--- config.mk ---
export PLATFORM = sky130hd
export DESIGN_NAME = rram_pulse_sequencer
export DESIGN_NICKNAME = d
export VERILOG_FILES = /design/src/rtl/rram_pkg.sv /design/src/rtl/rram_phase_timer.sv /design/src/rtl/rram_pulse_sequencer.sv
export SDC_FILE = /design/constraint.sdc
export NUM_CORES = 1
export LEC_CHECK = 0
export BUFFER_PORTS_ARGS = -buffer_cell sky130_fd_sc_hd__buf_4
export CELL_PAD_IN_SITES_DETAIL_PLACEMENT = 1
export CELL_PAD_IN_SITES_GLOBAL_PLACEMENT = 1
export CORE_MARGIN = 8
export CORE_UTILIZATION = 41
export CTS_CLUSTER_DIAMETER = 30
export DETAILED_ROUTE_END_ITERATION = 8
export GPL_TIMING_DRIVEN = 0
export MAX_ROUTING_LAYER = met4
export PLACE_DENSITY = 0.88
export SLEW_MARGIN = 10
export SYNTH_ARGS = -nofsm -noshare
export SYNTH_HDL_FRONTEND = slang
export SYNTH_SLANG_ARGS = --single-unit
export TNS_END_PERCENT = 10
--- constraint.sdc ---
create_clock -name clk -period 2.1 [get_ports clk]
set_input_delay 0.105 -clock clk [delete_from_list [all_inputs] [get_ports clk]]
set_output_delay 0.105 -clock clk [all_outputs]
set_load 0.01 [all_outputs]
--- src/rtl/rram_pkg.sv ---
// rtl/rram_pkg.sv - shared encodings for the RRAM pulse sequencer
package rram_pkg;

  localparam int ROWS = 16;
  localparam int COLS = 16;

  typedef enum logic [1:0] {
    OP_READ  = 2'd0,
    OP_SET   = 2'd1,
    OP_RESET = 2'd2,
    OP_RSVD  = 2'd3
  } op_e;

  typedef enum logic [2:0] {
    S_IDLE  = 3'd0,
    S_SETUP = 3'd1,
    S_PULSE = 3'd2,
    S_SENSE = 3'd3,
    S_HOLD  = 3'd4,
    S_GAP   = 3'd5,
    S_RESP  = 3'd6
  } state_e;

  // Index to one-hot line select for the 16-line array edges.
  function automatic logic [15:0] onehot16(input logic [3:0] idx);
    return 16'd1 << idx;
  endfunction

endpackage

--- src/rtl/rram_phase_timer.sv ---
// rtl/rram_phase_timer.sv - loadable down-counter timing each sequencer phase
module rram_phase_timer #(
  parameter int W = 8
) (
  input  logic         clk,
  input  logic         rst_n,
  input  logic         load,
  input  logic [W-1:0] load_val,
  output logic         done
);

  logic [W-1:0] cnt;

  // Load on phase entry, otherwise count down and park at zero.
  always_ff @(posedge clk or negedge rst_n) begin
    if (!rst_n) begin
      cnt <= '0;
    end else if (load) begin
      cnt <= load_val;
    end else if (cnt != '0) begin
      cnt <= cnt - 1'b1;
    end
  end

  assign done = (cnt == '0);

endmodule

--- src/rtl/rram_pulse_sequencer.sv ---
// rtl/rram_pulse_sequencer.sv - WL/BL pulse-train sequencer with read-verify for the 1T1R array
module rram_pulse_sequencer
  import rram_pkg::*;
#(
  parameter int T_SETUP   = 2,
  parameter int T_PULSE   = 8,
  parameter int T_SENSE   = 4,
  parameter int T_HOLD    = 2,
  parameter int T_GAP     = 4,
  parameter int MAX_RETRY = 3,
  parameter int CNT_W     = 8
) (
  input  logic            clk,
  input  logic            rst_n,
  input  logic            cmd_valid,
  output logic            cmd_ready,
  input  logic [1:0]      cmd_op,
  input  logic [3:0]      cmd_row,
  input  logic [3:0]      cmd_col,
  input  logic            cmd_verify,
  output logic [ROWS-1:0] wl,
  output logic [COLS-1:0] bl,
  output logic            rst_pol,
  input  logic [COLS-1:0] sl,
  output logic            rsp_valid,
  output logic [COLS-1:0] rsp_data,
  output logic            rsp_ok,
  output logic            rsp_err,
  output logic [3:0]      rsp_tries,
  output logic            busy
);

  localparam logic [CNT_W-1:0] LD_SETUP  = CNT_W'(T_SETUP - 1);
  localparam logic [CNT_W-1:0] LD_PULSE  = CNT_W'(T_PULSE - 1);
  localparam logic [CNT_W-1:0] LD_SENSE  = CNT_W'(T_SENSE - 1);
  localparam logic [CNT_W-1:0] LD_HOLD   = CNT_W'(T_HOLD - 1);
  localparam logic [CNT_W-1:0] LD_GAP    = CNT_W'(T_GAP - 1);
  localparam logic [3:0]       MAX_TRIES = 4'(MAX_RETRY);

  state_e           state, state_d;
  op_e              op_q;
  logic [3:0]       row_q, col_q;
  logic             verify_q;
  logic             vphase_q;   // 1 while running the read-verify pass of a program op
  logic [3:0]       tries_q;
  logic [COLS-1:0]  sense_q;
  logic             pass_q;
  logic             accept;
  logic             tmr_load;
  logic [CNT_W-1:0] tmr_val;
  logic             tmr_done;
  logic             is_prog;
  logic             final_ok;

  assign accept   = cmd_valid && cmd_ready && (state == S_IDLE);
  assign is_prog  = (op_q == OP_SET) || (op_q == OP_RESET);
  assign final_ok = (op_q != OP_RSVD) && (!(is_prog && verify_q) || pass_q);

  rram_phase_timer #(.W(CNT_W)) u_timer (
    .clk      (clk),
    .rst_n    (rst_n),
    .load     (tmr_load),
    .load_val (tmr_val),
    .done     (tmr_done)
  );

  // State register.
  always_ff @(posedge clk or negedge rst_n) begin
    if (!rst_n) state <= S_IDLE;
    else        state <= state_d;
  end

  // Next-state logic; every phase entry reloads the shared timer.
  always_comb begin
    state_d  = state;
    tmr_load = 1'b0;
    tmr_val  = '0;
    case (state)
      S_IDLE: begin
        if (accept) begin
          state_d = S_SETUP; tmr_load = 1'b1; tmr_val = LD_SETUP;
        end
      end
      S_SETUP: begin
        if (op_q == OP_RSVD) begin
          state_d = S_RESP;
        end else if (tmr_done) begin
          tmr_load = 1'b1;
          if (op_q == OP_READ || vphase_q) begin
            state_d = S_SENSE; tmr_val = LD_SENSE;
          end else begin
            state_d = S_PULSE; tmr_val = LD_PULSE;
          end
        end
      end
      S_PULSE, S_SENSE: begin
        if (tmr_done) begin
          state_d = S_HOLD; tmr_load = 1'b1; tmr_val = LD_HOLD;
        end
      end
      S_HOLD: begin
        if (tmr_done) begin
          state_d = S_GAP; tmr_load = 1'b1; tmr_val = LD_GAP;
        end
      end
      S_GAP: begin
        if (tmr_done) begin
          if (op_q == OP_READ) begin
            state_d = S_RESP;
          end else if (!vphase_q) begin
            if (verify_q) begin
              state_d = S_SETUP; tmr_load = 1'b1; tmr_val = LD_SETUP;
            end else begin
              state_d = S_RESP;
            end
          end else if (pass_q || tries_q >= MAX_TRIES) begin
            state_d = S_RESP;
          end else begin
            state_d = S_SETUP; tmr_load = 1'b1; tmr_val = LD_SETUP;
          end
        end
      end
      S_RESP:  state_d = S_IDLE;
      default: state_d = S_IDLE;
    endcase
  end

  // Command latch, sense capture and retry bookkeeping.
  always_ff @(posedge clk or negedge rst_n) begin
    if (!rst_n) begin
      op_q     <= OP_READ;
      row_q    <= '0;
      col_q    <= '0;
      verify_q <= 1'b0;
      vphase_q <= 1'b0;
      tries_q  <= '0;
      sense_q  <= '0;
      pass_q   <= 1'b0;
    end else if (accept) begin
      op_q     <= op_e'(cmd_op);
      row_q    <= cmd_row;
      col_q    <= cmd_col;
      verify_q <= cmd_verify;
      vphase_q <= 1'b0;
      tries_q  <= (cmd_op == OP_SET || cmd_op == OP_RESET) ? 4'd1 : 4'd0;
      sense_q  <= '0;
      pass_q   <= 1'b0;
    end else if (state == S_SENSE && tmr_done) begin
      sense_q <= sl;
      pass_q  <= (sl[col_q] == (op_q == OP_SET));
    end else if (state == S_GAP && tmr_done && is_prog) begin
      if (!vphase_q) begin
        vphase_q <= verify_q;
      end else if (!pass_q && tries_q < MAX_TRIES) begin
        vphase_q <= 1'b0;
        tries_q  <= tries_q + 4'd1;
      end
    end
  end

  // Registered array drive and response outputs, decoded from the current state.
  always_ff @(posedge clk or negedge rst_n) begin
    if (!rst_n) begin
      cmd_ready <= 1'b1;
      busy      <= 1'b0;
      wl        <= '0;
      bl        <= '0;
      rst_pol   <= 1'b0;
      rsp_valid <= 1'b0;
      rsp_data  <= '0;
      rsp_ok    <= 1'b0;
      rsp_err   <= 1'b0;
      rsp_tries <= '0;
    end else begin
      cmd_ready <= (state == S_IDLE) && !accept;
      busy      <= (state != S_IDLE);
      wl        <= '0;
      bl        <= '0;
      rst_pol   <= 1'b0;
      rsp_valid <= 1'b0;
      if ((state inside {S_SETUP, S_PULSE, S_SENSE, S_HOLD}) && op_q != OP_RSVD) begin
        wl <= onehot16(row_q);
      end
      if (state == S_PULSE) begin
        bl      <= onehot16(col_q);
        rst_pol <= (op_q == OP_RESET);
      end
      if (state == S_RESP) begin
        rsp_valid <= 1'b1;
        rsp_data  <= sense_q;
        rsp_ok    <= final_ok;
        rsp_err   <= !final_ok;
        rsp_tries <= tries_q;
      end
    end
  end

endmodule
==> metrics, run 1 <==
worst hold-check path type in -> reg; CTS tree built; Rel. slew slack about 64%; slowest stage delay, CP 420 ps; period utilization 96.4%; Setup CP Type reg -> reg; most frequent cells in the layout nand2_1, dfrtp_1, buf_4; pin slew with the least headroom to its limit 545 ps; Final #Nets around 600; Via Count 3,717; first-pass iteration count of the detailed router 4; power share of the clock group 33.4%; Cell Rows 37; pin count of the biggest net entering global routing 103; outcome finished clean; total internal power 2.45 mW; Die X 118 um; Net Sw Frac between 20% and 30%; NetSw between 700 and 800 uW; H-tree depth 3; WP data required 2370 ps; Initial Util 41.9%; RSZ-0062 raised after global routing yes; Mapped Area between 4000 and 5000 um^2; initial antenna violation count 2; routed vias/inst between 5 and 6; RD Place Congestion between 0.9 and 1; maximum fanout along the worst path 10; total power 3.18 mW; CP bufs+invs 2; Layout Utilization 54.8%; startpoint types flip-flop; Flop pwr share approximately three fifths; synth unique cells 49; vias in the first global route between 4k and 5k; Seq cells post-synth 102; share of layout cells above drive strength 1 between 20% and 30%; register area share after synthesis 59.6%; CTS Buffer Depth 2; # DRC 0; yosys warns 0; I/O pin cnt 88; routed wire length about 14,000 um; slowest cell on the critical path dfrtp_1; async set-reset flop share out of synthesis 100%; Die Span Y 118 um; number of synthesized flops with an enable pin 0; Remaining Overflow, GRT 0; Achievable Freq 0.494 GHz; die area 14,000 um^2; wire per inst 19.2 um; Primary FF master, synth dfrtp_1; synthesized instance count ~440; Worst-path clk slew 90 ps; cts bufs inserted 9; Gate power share 4.8%; Final Critical Period a little over 2000 ps; crit-path cells inv_1 -> ha_1 -> nor3b_4 -> nand3_4 -> nor3_4 -> buf_4 -> nand2_1 -> o21ai_0; Slew Limit Fails 0; clock insertion delay at the later pin of the skew report about 370 ps; GRT Overall Usage 20.0%; clk_skew 11.9 ps; clk root buf clkbuf_8; DPL Wire Length approximately 8500 um; Core Footprint 10,200 um^2; PortBufs between 80 and 90; Syn Nets 473; PD cells about 570 nW/um^2; Clock Sink Count 102; delay-heaviest family, CP simple AND/OR/NAND/NOR gates; Mean Syn Cell Area 9.81 um^2; Final setup viols 0; Syn-to-layout area delta 30.9%; CP Capture Type flip-flop; first-pass GRT wire length 21,900 um; Max-cap violations 0; final setup margin 75.7 ps; post-route ant nets 0; worst slack at placement -125 ps; P_leak 2.80 nW; Fin Hold WS 6.55 ps; Peak VDD IR between 0.0002 and 0.00025 V; Final Hold Viols 0; most common cell after layout, fill and taps aside nand2_1; WP data arrival between 2000 and 2500 ps; 1st-iter DRT viols 356
==> layout make-up <==
class | instances | area [um^2]
well taps | 136 | 170
clock inverters | 3 | 15.0
flip-flops and latches | 102 | 2550
inverters | 11 | 41.3
plain buffers | 21 | 114
diodes | 2 | 5.00
clock buffers | 10 | 128
fillers | 1181 | 4620
multi-input cells | 303 | 1610
repair buffers | 118 | 977
==> stage by stage <==
step                instances  cell area (um^2)  setup TNS, ps
detailed placement        660              5110           -924
CTS                       701              5530              0
global route              706              5610           -435
global placement          660              5110              0
floorplan                 437              4290              0
finish                    706              5610              0
==> power by group through the flow <==
stage	Combinational (mW)	Sequential, mW	Clock (mW)
after floorplan	0.00953	2.00	0
after global routing	0.166	1.96	1.14
after global placement	0.0987	2.00	0
after CTS	0.141	1.96	1.06
after detailed placement	0.102	2.00	0
final	0.152	1.96	1.06
==> cells in the mapped netlist, drive strengths merged (3+ instances only) <==
cell type    n  area share (%)
nor4         5            0.73
dfrtp      101              59
nor2        35             3.1
nor3        13             1.8
nand3b       4            0.70
inv         10            0.88
buf         11             1.6
o21ai       25             2.9
or3          3            0.44
a21oi        7            0.82
nand2b       7             1.0
nand2      132              12
clkbuf      10            0.90
nor3b        5            0.99
mux2i        8             1.9
mux2         6             1.7
and3         4            0.58
o22ai        3            0.44
ha           6             1.8
nand3        9             1.1
nor2b        3            0.44
and2         3            0.44
==> metal layers <==
metal	up-vias	GRT usage, %	wire length, um
li1	1700	-	-
met1	1863	22.1	5370
met2	110	34.0	6950
met3	44	3.00	541
met4	0	11.2	671
met5	-	-	0
==> path summary, 6_finish.rpt <==
check	startpoint	depth (start not counted)	slack, ps	to
worst max-delay path	u_timer.cnt[0]	8	80	sense_q[15]
worst min-delay path	sl[12]	3	7	sense_q[12]
worst max register to register	u_timer.cnt[0]	8	80	sense_q[15]
worst min register to register	sense_q[6]	2	480	rsp_data[6]
max in group asynchronous	rst_n	3	1280	rsp_data[9]
min in group asynchronous	rst_n	2	180	bl[1]
==> tightest hold or removal path, delay by kind of cell <==
| family | cells | cell delay [ps] |
|---|---|---|
| AOI/OAI and AO/OA | 1 | 90 |
| buffers and inverters | 1 | 80 |
| and+or+nand+nor | 1 | 60 |
==> sequential cells by signal, indices dropped and copies added (netlist names), 2 cells and up <==
register and cells:
op_q 2, rsp_tries 4, sense_q 16, bl 16
col_q 4, state 3, wl 16, u_timer.cnt 8
tries_q 4, rsp_data 16, row_q 4
==> timing repair <==
action,4_1_cts,5_1_grt
setup buffers,2,1
hold buffers,26,1
gates resized for setup,1,9
gates cloned,0,0
pin swaps,1,1
setup endpoints to repair,16,36
hold endpoints to repair,26,31
==> logic make-up (layout without fill, tap and decap cells) <==
family	after synthesis	count (layout)	share of synthesized area, %
compound gates	47	47	6.36
xor+xnor	4	4	0.818
fa+ha+maj	6	6	1.75
buf+inv	32	163	3.44
flops	102	102	59.6
mux	14	14	3.53
other cells	0	2	0
simple gates	232	232	24.5
Power figures use the tool's default switching activity.
==> run 2: changes to the inputs <==
--- a/config.mk
+++ b/config.mk
@@ -9,14 +9,14 @@
 export CELL_PAD_IN_SITES_DETAIL_PLACEMENT = 1
 export CELL_PAD_IN_SITES_GLOBAL_PLACEMENT = 1
 export CORE_MARGIN = 8
-export CORE_UTILIZATION = 41
+export CORE_UTILIZATION = 42
 export CTS_CLUSTER_DIAMETER = 30
 export DETAILED_ROUTE_END_ITERATION = 8
 export GPL_TIMING_DRIVEN = 0
-export MAX_ROUTING_LAYER = met4
-export PLACE_DENSITY = 0.88
+export PLACE_DENSITY = 0.89
 export SLEW_MARGIN = 10
 export SYNTH_ARGS = -nofsm -noshare
 export SYNTH_HDL_FRONTEND = slang
+export SYNTH_HIERARCHICAL = 1
 export SYNTH_SLANG_ARGS = --single-unit
 export TNS_END_PERCENT = 10
==> run 2 against run 1 <==
Effect of this change:
- critical path depth grew 1
- non-clock buffer count rose by 22
- hold slack better by 87 ps
- critical endpoint is now tries_q[0]
- global-route usage grew 0.49 points
- core utilization up 4.9 points
- the run now ends with setup timing left
- largest power group is now combinational cells
- combinational power increased to 21 times the previous value
- largest cell class unchanged
- critical path type unchanged
==> metrics, run 2 <==
WP data arrival about 2600 ps; final setup margin -150 ps; Max-cap violations 0; wire per inst 21.0 um; die area between 10,000 and 15,000 um^2; Initial Util between 40% and 50%; register area share after synthesis 58.8%; CTS tree built; # diodes 0; I/O pin cnt 88; routed vias/inst 5.44; Final Critical Period roughly 2200 ps; total power 7.55 mW; post-route ant nets 0; violated checks setup timing; Core Footprint 10,200 um^2; Rel. slew slack between 50 and 60%; Final Non-Filler Cells roughly 710; WP data required 2420 ps; pin count of the biggest net entering global routing 103; Mapped Area 4350 um^2; clk root buf clkbuf_8; cts bufs inserted 9; CTS Buffer Depth 2; startpoint types flip-flop; cell area after layout roughly 6100 um^2; # DRC 0; placed cells 642; Reg area 2560 um^2; Achievable Freq 0.444 GHz; Final Hold Viols 0; Clock Sink Count 102; async set-reset flop share out of synthesis 100%; worst reg2reg setup slack -150 ps; Setup CP Type reg -> reg; Fin Hold WS 93.6 ps; clk_skew ~18 ps; first-pass GRT wire length 22,900 um; CP Capture Type flip-flop; H-tree depth 3; worst hold-check path type in -> async; number of synthesized flops with an enable pin 0; synthesized instance count 415; Peak VDD IR 0.000501 V; Final #Nets 608; P_leak 2.95 nW; initial antenna violation count 0; clock insertion delay at the later pin of the skew report ~380 ps; most frequent cells in the layout buf_4, nand2_1, dfrtp_1; 1st-iter DRT viols between 200 and 250; routed wire length between 10,000 and 15,000 um; GRT Overall Usage 20.4%; Slew Limit Fails 0; Multi-input gate area 1800 um^2; Die Span Y 118 um; Area contributors post-synth dfrtp_1, nand2_1, nor2_1; Layout Utilization 59.7%; Post-DP Area 5220 um^2; RD Place Congestion 0.815; yosys warns 6; PD cells roughly 1200 nW/um^2; PortBufs 87; outcome complete, but fails checks; most common cell in the synthesized netlist nand2_1; Via Count between 3k and 4k; Remaining Overflow, GRT 0; RSZ-0062 raised after global routing yes; Worst-path clk slew approximately 110 ps; maximum fanout along the worst path 5; Syn-to-layout area delta 40.0%; period utilization 107%; vias in the first global route 4,208; Primary FF master, synth dfrtp_1; pin slew with the least headroom to its limit 622 ps; most common cell after layout, fill and taps aside buf_4; Die X 118 um; share of the synthesized area in the top cell type 58.1%; Synth top cells by count nand2_1, dfrtp_1, nor2_1; Final setup viols 21; first-pass iteration count of the detailed router 5; # fillers between 1k and 1.5k; Mean Syn Cell Area 10.5 um^2; DPL Wire Length 8550 um; Synth area leader dfrtp_1; Seq cells post-synth a little over 100; synth unique cells 57; Cell Rows 37; share of layout cells above drive strength 1 34.2%
run 2: cell types whose count changed in the layout (fill, tap and decap cells not counted), sizes merged, moves of 4 or more:
cell,before,now
buf,102,127
nor3b,5,1
mux2,6,11
conb,0,5
nand3,9,5
clkbuf,20,16
mux4,0,4
and3,4,0
nand2,132,103
run 2: what timing repair did:
| action | CTS | global route |
|---|---|---|
| hold endpoints to repair | 28 | 102 |
| gates cloned | 1 | 0 |
| resized for setup | 30 | 29 |
| pin swaps | 8 | 14 |
| setup buffers | 11 | 16 |
| setup endpoints to repair | 28 | 33 |
| hold buffers | 28 | 1 |
run 2: cell type report:
type	instances	area share, %
plain buffers	16	2.10
clock buffers	11	2.49
well taps	136	2.80
clock inverters	4	0.494
multi-input cells	287	29.5
inverters	11	0.761
repair buffers	145	19.8
flip-flops and latches	102	42.1
run 2: cell families (layout without fill, tap and decap cells):
logic type,after synthesis,in the layout,synth area share [%]
simple gates,197,197,20.4
fa+ha+maj,6,6,1.73
compound gates,55,55,7.95
xor+xnor,4,4,0.806
other cells,1,5,0.0863
mux,20,20,6.33
flops,102,102,58.8
buf+inv,30,187,3.94
run 2: metal layers:
layer,GRT usage (%),share of wire (%),vias up
li1,-,-,1708
met1,23.6,40,1999
met2,36.8,53,129
met3,3.41,4.3,34
met4,8.33,2.6,0
met5,0,0,-
run 2: where the power goes:
part	internal, mW	switching (mW)
Clock	0.495	0.699
Sequential	2.55	0.550
Combinational	1.47	1.80
run 2: final timing paths:
path	from	endpoint	depth (start not counted)
max in group asynchronous	rst_n	tries_q[0]	3
worst max-delay path	u_timer/cnt[1]	tries_q[0]	9
worst max register to register	u_timer/cnt[1]	tries_q[0]	9
min in group clk	cmd_valid	cmd_ready	3
worst min register to register	sense_q[3]	rsp_data[3]	2
worst min-delay path	rst_n	u_timer/cnt[3]	2
run 2: critical path: stages (launching register included):
cell and delay [ps]:
dfrtp_1 440, inv_2 100, ha_4 120, or3b_4 400
nor2_4 210, and2_4 190, nand4_1 140, or2_4 320
xor2_2 150, o21ai_1 120
run 2: stage by stage:
step	TNS, ps	setup slack [ps]
2_1_floorplan	-1590	-123
4_1_cts	-2200	-149
3_5_place_dp	-10450	-456
3_3_place_gp	-8310	-399
6_report	-1730	-150
5_1_grt	-3410	-247
